[src/rtl/tt_sweep_ctrl.sv]
// Truth-table sweep sequencer: walks a 5-input combinational block through every vector,
// samples its output after a settle time, and grades the captured table against an expected one.
module tt_sweep_ctrl #(
    parameter  int N_IN   = 5,
    parameter  int SETTLE = 2,
    localparam int N_VEC  = 2 ** N_IN
) (
    input  logic             clk,
    input  logic             rst,
    input  logic             start,
    input  logic             abort,
    input  logic [N_VEC-1:0] exp_tt,
    input  logic             f_in,
    output logic [N_IN-1:0]  vec_out,
    output logic             busy,
    output logic             done,
    output logic             pass,
    output logic [N_VEC-1:0] tt_out,
    output logic [N_IN:0]    err_count,
    output logic [N_IN-1:0]  first_err,
    output logic             first_err_vld
);

    typedef enum logic [1:0] {
        IDLE,
        WAIT,
        SAMPLE,
        FIN
    } state_t;

    state_t             state_q;
    logic [N_IN-1:0]    vec_q;
    logic [3:0]         waitCnt_q;
    logic [N_VEC-1:0]   expTt_q;
    logic [N_VEC-1:0]   tt_q;
    logic [N_IN:0]      errCnt_q;
    logic [N_IN-1:0]    firstErr_q;
    logic               firstErrVld_q;
    logic               busy_q;
    logic               done_q;
    logic               pass_q;

    logic               mismatch;
    logic               lastVec;
    logic               settled;
    logic [N_IN:0]      errCnt_d;

    // The pass verdict must include the mismatch being recorded on the final sample edge.
    always_comb begin
        mismatch = f_in ^ expTt_q[vec_q];
        lastVec  = (vec_q == N_IN'(N_VEC - 1));
        settled  = (waitCnt_q == 4'(SETTLE - 1));
        errCnt_d = errCnt_q;
        if (mismatch) begin
            errCnt_d = errCnt_q + 1'b1;
        end
    end

    always_ff @(posedge clk or posedge rst) begin
        if (rst) begin
            state_q       <= IDLE;
            vec_q         <= '0;
            waitCnt_q     <= '0;
            expTt_q       <= '0;
            tt_q          <= '0;
            errCnt_q      <= '0;
            firstErr_q    <= '0;
            firstErrVld_q <= 1'b0;
            busy_q        <= 1'b0;
            done_q        <= 1'b0;
            pass_q        <= 1'b0;
        end else begin
            done_q <= 1'b0;
            case (state_q)
                IDLE: begin
                    if (start) begin
                        state_q       <= WAIT;
                        expTt_q       <= exp_tt;
                        vec_q         <= '0;
                        waitCnt_q     <= '0;
                        tt_q          <= '0;
                        errCnt_q      <= '0;
                        firstErr_q    <= '0;
                        firstErrVld_q <= 1'b0;
                        pass_q        <= 1'b0;
                        busy_q        <= 1'b1;
                    end
                end
                WAIT: begin
                    if (abort) begin
                        state_q   <= IDLE;
                        vec_q     <= '0;
                        waitCnt_q <= '0;
                        busy_q    <= 1'b0;
                        pass_q    <= 1'b0;
                    end else begin
                        waitCnt_q <= waitCnt_q + 1'b1;
                        if (settled) begin
                            state_q <= SAMPLE;
                        end
                    end
                end
                SAMPLE: begin
                    // Abort wins over the sample so a cancelled vector never lands in the table.
                    if (abort) begin
                        state_q   <= IDLE;
                        vec_q     <= '0;
                        waitCnt_q <= '0;
                        busy_q    <= 1'b0;
                        pass_q    <= 1'b0;
                    end else begin
                        tt_q[vec_q] <= f_in;
                        errCnt_q    <= errCnt_d;
                        if (mismatch && !firstErrVld_q) begin
                            firstErr_q    <= vec_q;
                            firstErrVld_q <= 1'b1;
                        end
                        if (lastVec) begin
                            state_q <= FIN;
                            busy_q  <= 1'b0;
                            done_q  <= 1'b1;
                            pass_q  <= (errCnt_d == '0);
                        end else begin
                            state_q   <= WAIT;
                            vec_q     <= vec_q + 1'b1;
                            waitCnt_q <= '0;
                        end
                    end
                end
                FIN: begin
                    state_q <= IDLE;
                end
                default: begin
                    state_q <= IDLE;
                end
            endcase
        end
    end

    assign vec_out       = vec_q;
    assign busy          = busy_q;
    assign done          = done_q;
    assign pass          = pass_q;
    assign tt_out        = tt_q;
    assign err_count     = errCnt_q;
    assign first_err     = firstErr_q;
    assign first_err_vld = firstErrVld_q;

endmodule

[config.mk]
export PLATFORM = sky130hd
export DESIGN_NAME = tt_sweep_ctrl
export DESIGN_NICKNAME = d
export VERILOG_FILES = /design/src/rtl/tt_sweep_ctrl.sv
export SDC_FILE = /design/constraint.sdc
export NUM_CORES = 1
export LEC_CHECK = 0
export CAP_MARGIN = 20
export CORE_UTILIZATION = 52
export DETAILED_ROUTE_END_ITERATION = 8
export PLACE_DENSITY_LB_ADDON = 0.25
export SYNTH_ARGS = -nofsm -noshare
export SYNTH_HDL_FRONTEND = slang
export SYNTH_SLANG_ARGS = --single-unit
export TNS_END_PERCENT = 10
[constraint.sdc]
create_clock -name clk -period 3.2 [get_ports clk]
set_input_delay 0.64 -clock clk [delete_from_list [all_inputs] [get_ports clk]]
set_output_delay 0.64 -clock clk [all_outputs]
set_load 0.1 [all_outputs]
Yosys cells after proc, flatten, opt, wreduce, memory -nomap -nowiden
Index checks and enable logic that the tools add are counted.

cells by class
  add/sub/neg operators = 3
  magnitude comparators = 2
  equality and inequality tests = 12
  mux-type cells = 46
  bitwise logic cells = 1
  reductions and logical operators = 14

operator list
  cell                   count
  $mux W32               2
  $pmux W32 S2           1
  $bwmux W32             1
  $mux W5                6
  $mux W6                3
  $mux W4                4
  $pmux W5 S3            1
  $mux W1                14
  $pmux W4 S3            1
  $pmux W6 S2            1
  $reduce_and A4 Y1      3
  $mux W2                5
  $pmux W5 S2            1
  $ne A3 B3 Y1 const B   3
  $ne A2 B2 Y1 const B   4
  $pmux W2 S4            1
  $add A6 B1 Y6 const B  1
  $logic_not A6 Y1       1
  $lt A5 B6 Y1 const B   1
  $pmux W1 S3            2
  $reduce_and A3 Y1      2
  $add A5 B1 Y5 const B  1
  $bmux W1 S5            1
  $demux W1 S5           1
  other kinds (14)       17

word-level totals
  register bits after elaboration = 90
  input bits = 37
  output and inout bits = 52
  logic and storage cells = 89

Longest topological paths before layout
  depth in word-level cells = 8
  gate-level depth with buffers = 11
  depth with buffers taken out = 9

Least setup slack after synthesis
OpenSTA, ideal clock, no wires.

  path kind = register -> register
  start = register vec_q[0], in the netlist vec_out[0]
  end = register pass_q, in the netlist pass
  arrival time = 3.158 ns
  required time = 3.077 ns
  path slack = -0.081 ns
  cell stages (with the launch flop) = 10
  buffers on the path = 2
  period minus slack after synthesis = 3.281 ns
  cell sequence = dfrtp_1 > buf_6 > mux4_2 > a22o_1 > a221oi_2 > and3_1 > buf_6 > mux2i_2 > mux2_4 > o221a_1

between the ends
  cells in the longest elaborated chain, start to end = 8
  elaborated cells between the ends (all ways) = 11

ends and longest elaborated chain
  item                           line  RTL
  start, declared                32    logic [N_IN-1:0] vec_q;
  start signal, assigned         125   vec_q <= vec_q + 1'b1;
  $bmux W1 S5                    50    mismatch = f_in ^ expTt_q[vec_q];
  $mux W1 (implied by the code)  50
  $xor A1 B1 Y1                  50
  $mux W6                        54    if (mismatch) begin
  $logic_not A6 Y1               122   pass_q <= (errCnt_d == '0);
  $mux W1                        118   if (lastVec) begin
  $mux W1                        105   if (abort) begin
  $pmux W1 S3                    74    case (state_q)
  end signal, assigned           122
  end, declared                  41    logic pass_q;

Several ways; a longest one is shown, not always the timed one. The select of a mux whose other input is x is not followed.
A chain may end at the register's enable or synchronous reset.

Worst setup path in the final report
  start = register vec_q[1], in the netlist vec_out[1]
  end = register pass_q, in the netlist pass

The elaborated chain is that of the path after synthesis.

==> results.md <==
* Status: finished clean
* Critical Path Source Type: flip-flop
* Most common cell after layout, fill and taps aside: dfrtp_1
* Dpl hpwl at 7950 µm
* Crit path from: vec_out[1]
* Worst Path Required at 3450 ps
* RSZ-0062 raised after global routing: no
* Final setup TNS at 0 ps
* Mapped Cells at 416
* CTS hold repair buffers at 0
* # IOs at 89
* Setup CP Type: reg -> reg
* EDFF count, synth at 0
* Fmax achieved at 341.2 MHz
* Reg2reg path depth at 7
* P per Cell Area at 673.9 mW/mm²
* IO Port Bufs at 88
* Remaining antenna violation count at 0
* Multi-input logic area at 0.002165 mm²
* Post-Syn Area at 0.004576 mm²
* First-pass GRT wire length at 18,160 µm
* Number of CTS-inserted buffers at 9
* CTS tree: done
* Nets at 556
* Slew Limit Fails at 0
* Post-CTS setup repair buffer count at 0
* DRC violations left at 0
* Hold EP: expTt_q[8]
* Crit. End Element: flip-flop
* Largest area contributor in the netlist: dfrtp_1
* Net count after synthesis at 465
* Initial antenna violation count at 0
* Slew at the pin closest to its max-slew limit at 666.4 ps
* Initial DRC Count at 165
* Sequential cell area at 0.002255 mm²
* Hold WS at 509.5 ps
* Core area at 0.008382 mm²
* Initial core utilization at 54.59%
* Chip width at 95.81 µm
* Crit Path Max Fanout at 17
* Via count at 3,538
* # fillers at 666
* Most frequent cells in the layout: dfrtp_1 (88), o21ai_0 (72), buf_4 (68)
* Wire per inst at 17.65 µm
* Root Buffer: clkbuf_8
* Routed wire length at 10,890 µm
* Vias in the first global route at 3,698
* Ys Warns at 0
* Ys async rst share at 100.0%
* Hold Crit Class: reg -> reg
* Placer Congestion at 0.7954
* Max Cap Viol at 0
* Clk sinks at 90
* Yosys reg bits at 90
* Reg2reg start: vec_out[1]
* Synth area leaders: dfrtp_1 (49%), mux2_2 (8.4%), o21ai_0 (7.9%)
* Layout cells sized above 1 at 25.78%
* Final setup violating endpoints at 0
* Syn-to-layout area delta at 24.20%
* Gates resized, CTS repair at 0
* Gr ovfl total at 0
* Total leakage power at 0.002505 µW
* Vias per inst at 5.734
* Die Y at 95.81 µm
* Hold Path Cell Cnt at 1
* Ys flop type: dfrtp_1
* Die ar. at 0.009179 mm²
* Pre-antenna DRT Iters at 4
* CP peak stage delay at 610 ps
* Antenna Cells at 0
* Rel. slew slack at 55.48%
* R2r setup slk at 270 ps
* Critical-path cell list: mux4_1, a22o_1, a221oi_2, and3_1, mux2i_2, mux2_4, o221a_1
* VDD IR max at 0.4015 mV
* Distinct cells, synth at 54
* Clk buf depth at 2
* Pin count of the biggest net entering global routing at 44
* H-tree Lvls at 3
* Hold Vio Cnt, Final at 0
* Yosys top cell area share at 49.22%
* Tot GR Track Use at 26.01%
* Worst path slowest cell: dfrtp_2
* Critical R2R Capture: pass
* Final min period at 2931 ps
* Avg Cell Area, Syn at 11.00 µm²
* Final worst clock skew at 5.871 ps
* Clock latency on the worst-skew pair at 360 ps
* Fin crit share at 91.58%
* Clock transition at the registers of the reported paths at 90 ps
* Sequential-to-total area share from yosys stat at 49.22%
* Hold_sp: expTt_q[8]
* Row cnt at 33
* WP data arrival at 3180 ps
[cell usage after synthesis (3+ instances only)]
cell type  number
a21boi_0       32
a21oi_1         4
a31oi_1         3
a32o_1          5
and2_1          5
buf_1           5
buf_2           3
clkbuf_1       14
dfrtp_1        90
ha_1           12
inv_1          12
mux2_2         34
mux2i_1        11
mux4_1          4
nand2_1        17
nand2b_1        6
nand3_1        14
nor2_1         15
nor2b_1         4
nor3_1          3
nor3b_1         4
o21ai_0        72
or2_2           4
[cells by family (layout without fill, tap and decap cells)]
family | count (synthesis) | count (layout) | share of synthesized area (%)
AOI/OAI and AO/OA | 135 | 135 | 18.62
DFF | 90 | 90 | 49.22
and+or+nand+nor | 86 | 86 | 10.04
muxes | 52 | 52 | 14.19
buffers and inverters | 37 | 133 | 3.473
adders and majority gates | 12 | 12 | 3.281
xor gates and xnor gates | 4 | 4 | 1.176
[sequential cells by signal, indices dropped and copies added (netlist names)]
signal and flops:
pass 1, tt_out 32, busy 1, state_q 2
first_err_vld 1, done 1, first_err 5, expTt_q 32
vec_out 5, err_count 6, waitCnt_q 4
[final cells by class]
class | instances | area share [%]
well taps | 105 | 2.312
clock buffers | 10 | 2.246
repair buffers | 105 | 15.68
multi-input cells | 289 | 38.09
clock inverters | 6 | 1.189
flip-flops and latches | 90 | 39.67
inverters | 12 | 0.8146
[stage by stage]
| stage | utilization, % | cell area (µm²) | std cells | power (µW) | setup WS [ps] |
|---|---|---|---|---|---|
| detailed placement | 65.47 | 5488 | 601 | 3081 | 297.8 |
| global route | 67.80 | 5683 | 617 | 4056 | 103.3 |
| CTS | 67.80 | 5683 | 617 | 3857 | 284.3 |
| floorplan | - | 4578 | 416 | 2710 | 21.10 |
| global placement | 65.47 | 5488 | 601 | 3006 | 356.8 |
| finish | 67.80 | 5683 | 617 | 3830 | 269.4 |
[critical path: cells and delay by family (launching register included)]
family | cells | cell delay, ps
AOI/OAI and AO/OA | 3 | 660
DFF | 1 | 610
and+or+nand+nor | 1 | 490
muxes | 3 | 1060
[where the power goes]
part / switching (µW) / internal (µW) / total (µW)
logic: 829 / 632 / 1460
clock network: 416 / 361 / 777
registers: 190 / 1400 / 1590
[how the worst max path moves through the flow]
stage                 end  slack, ps  cells after the start
2_1_floorplan  vec_out[0]         20                      1
3_3_place_gp         pass        360                      7
3_5_place_dp         pass        300                      7
4_1_cts              pass        280                      7
5_1_grt              pass        100                      7
6_report             pass        270                      7
[per-layer routing]
metal / share of wire, % / vias up / GRT usage, %
met4: 1.0 / 0 / 7.960
li1: - / 1689 / -
met2: 48 / 124 / 42.20
met3: 7.0 / 12 / 6.319
met1: 44 / 1713 / 34.55
met5: 0 / - / 0
Note: power is estimated with default switching activity, not from simulation.
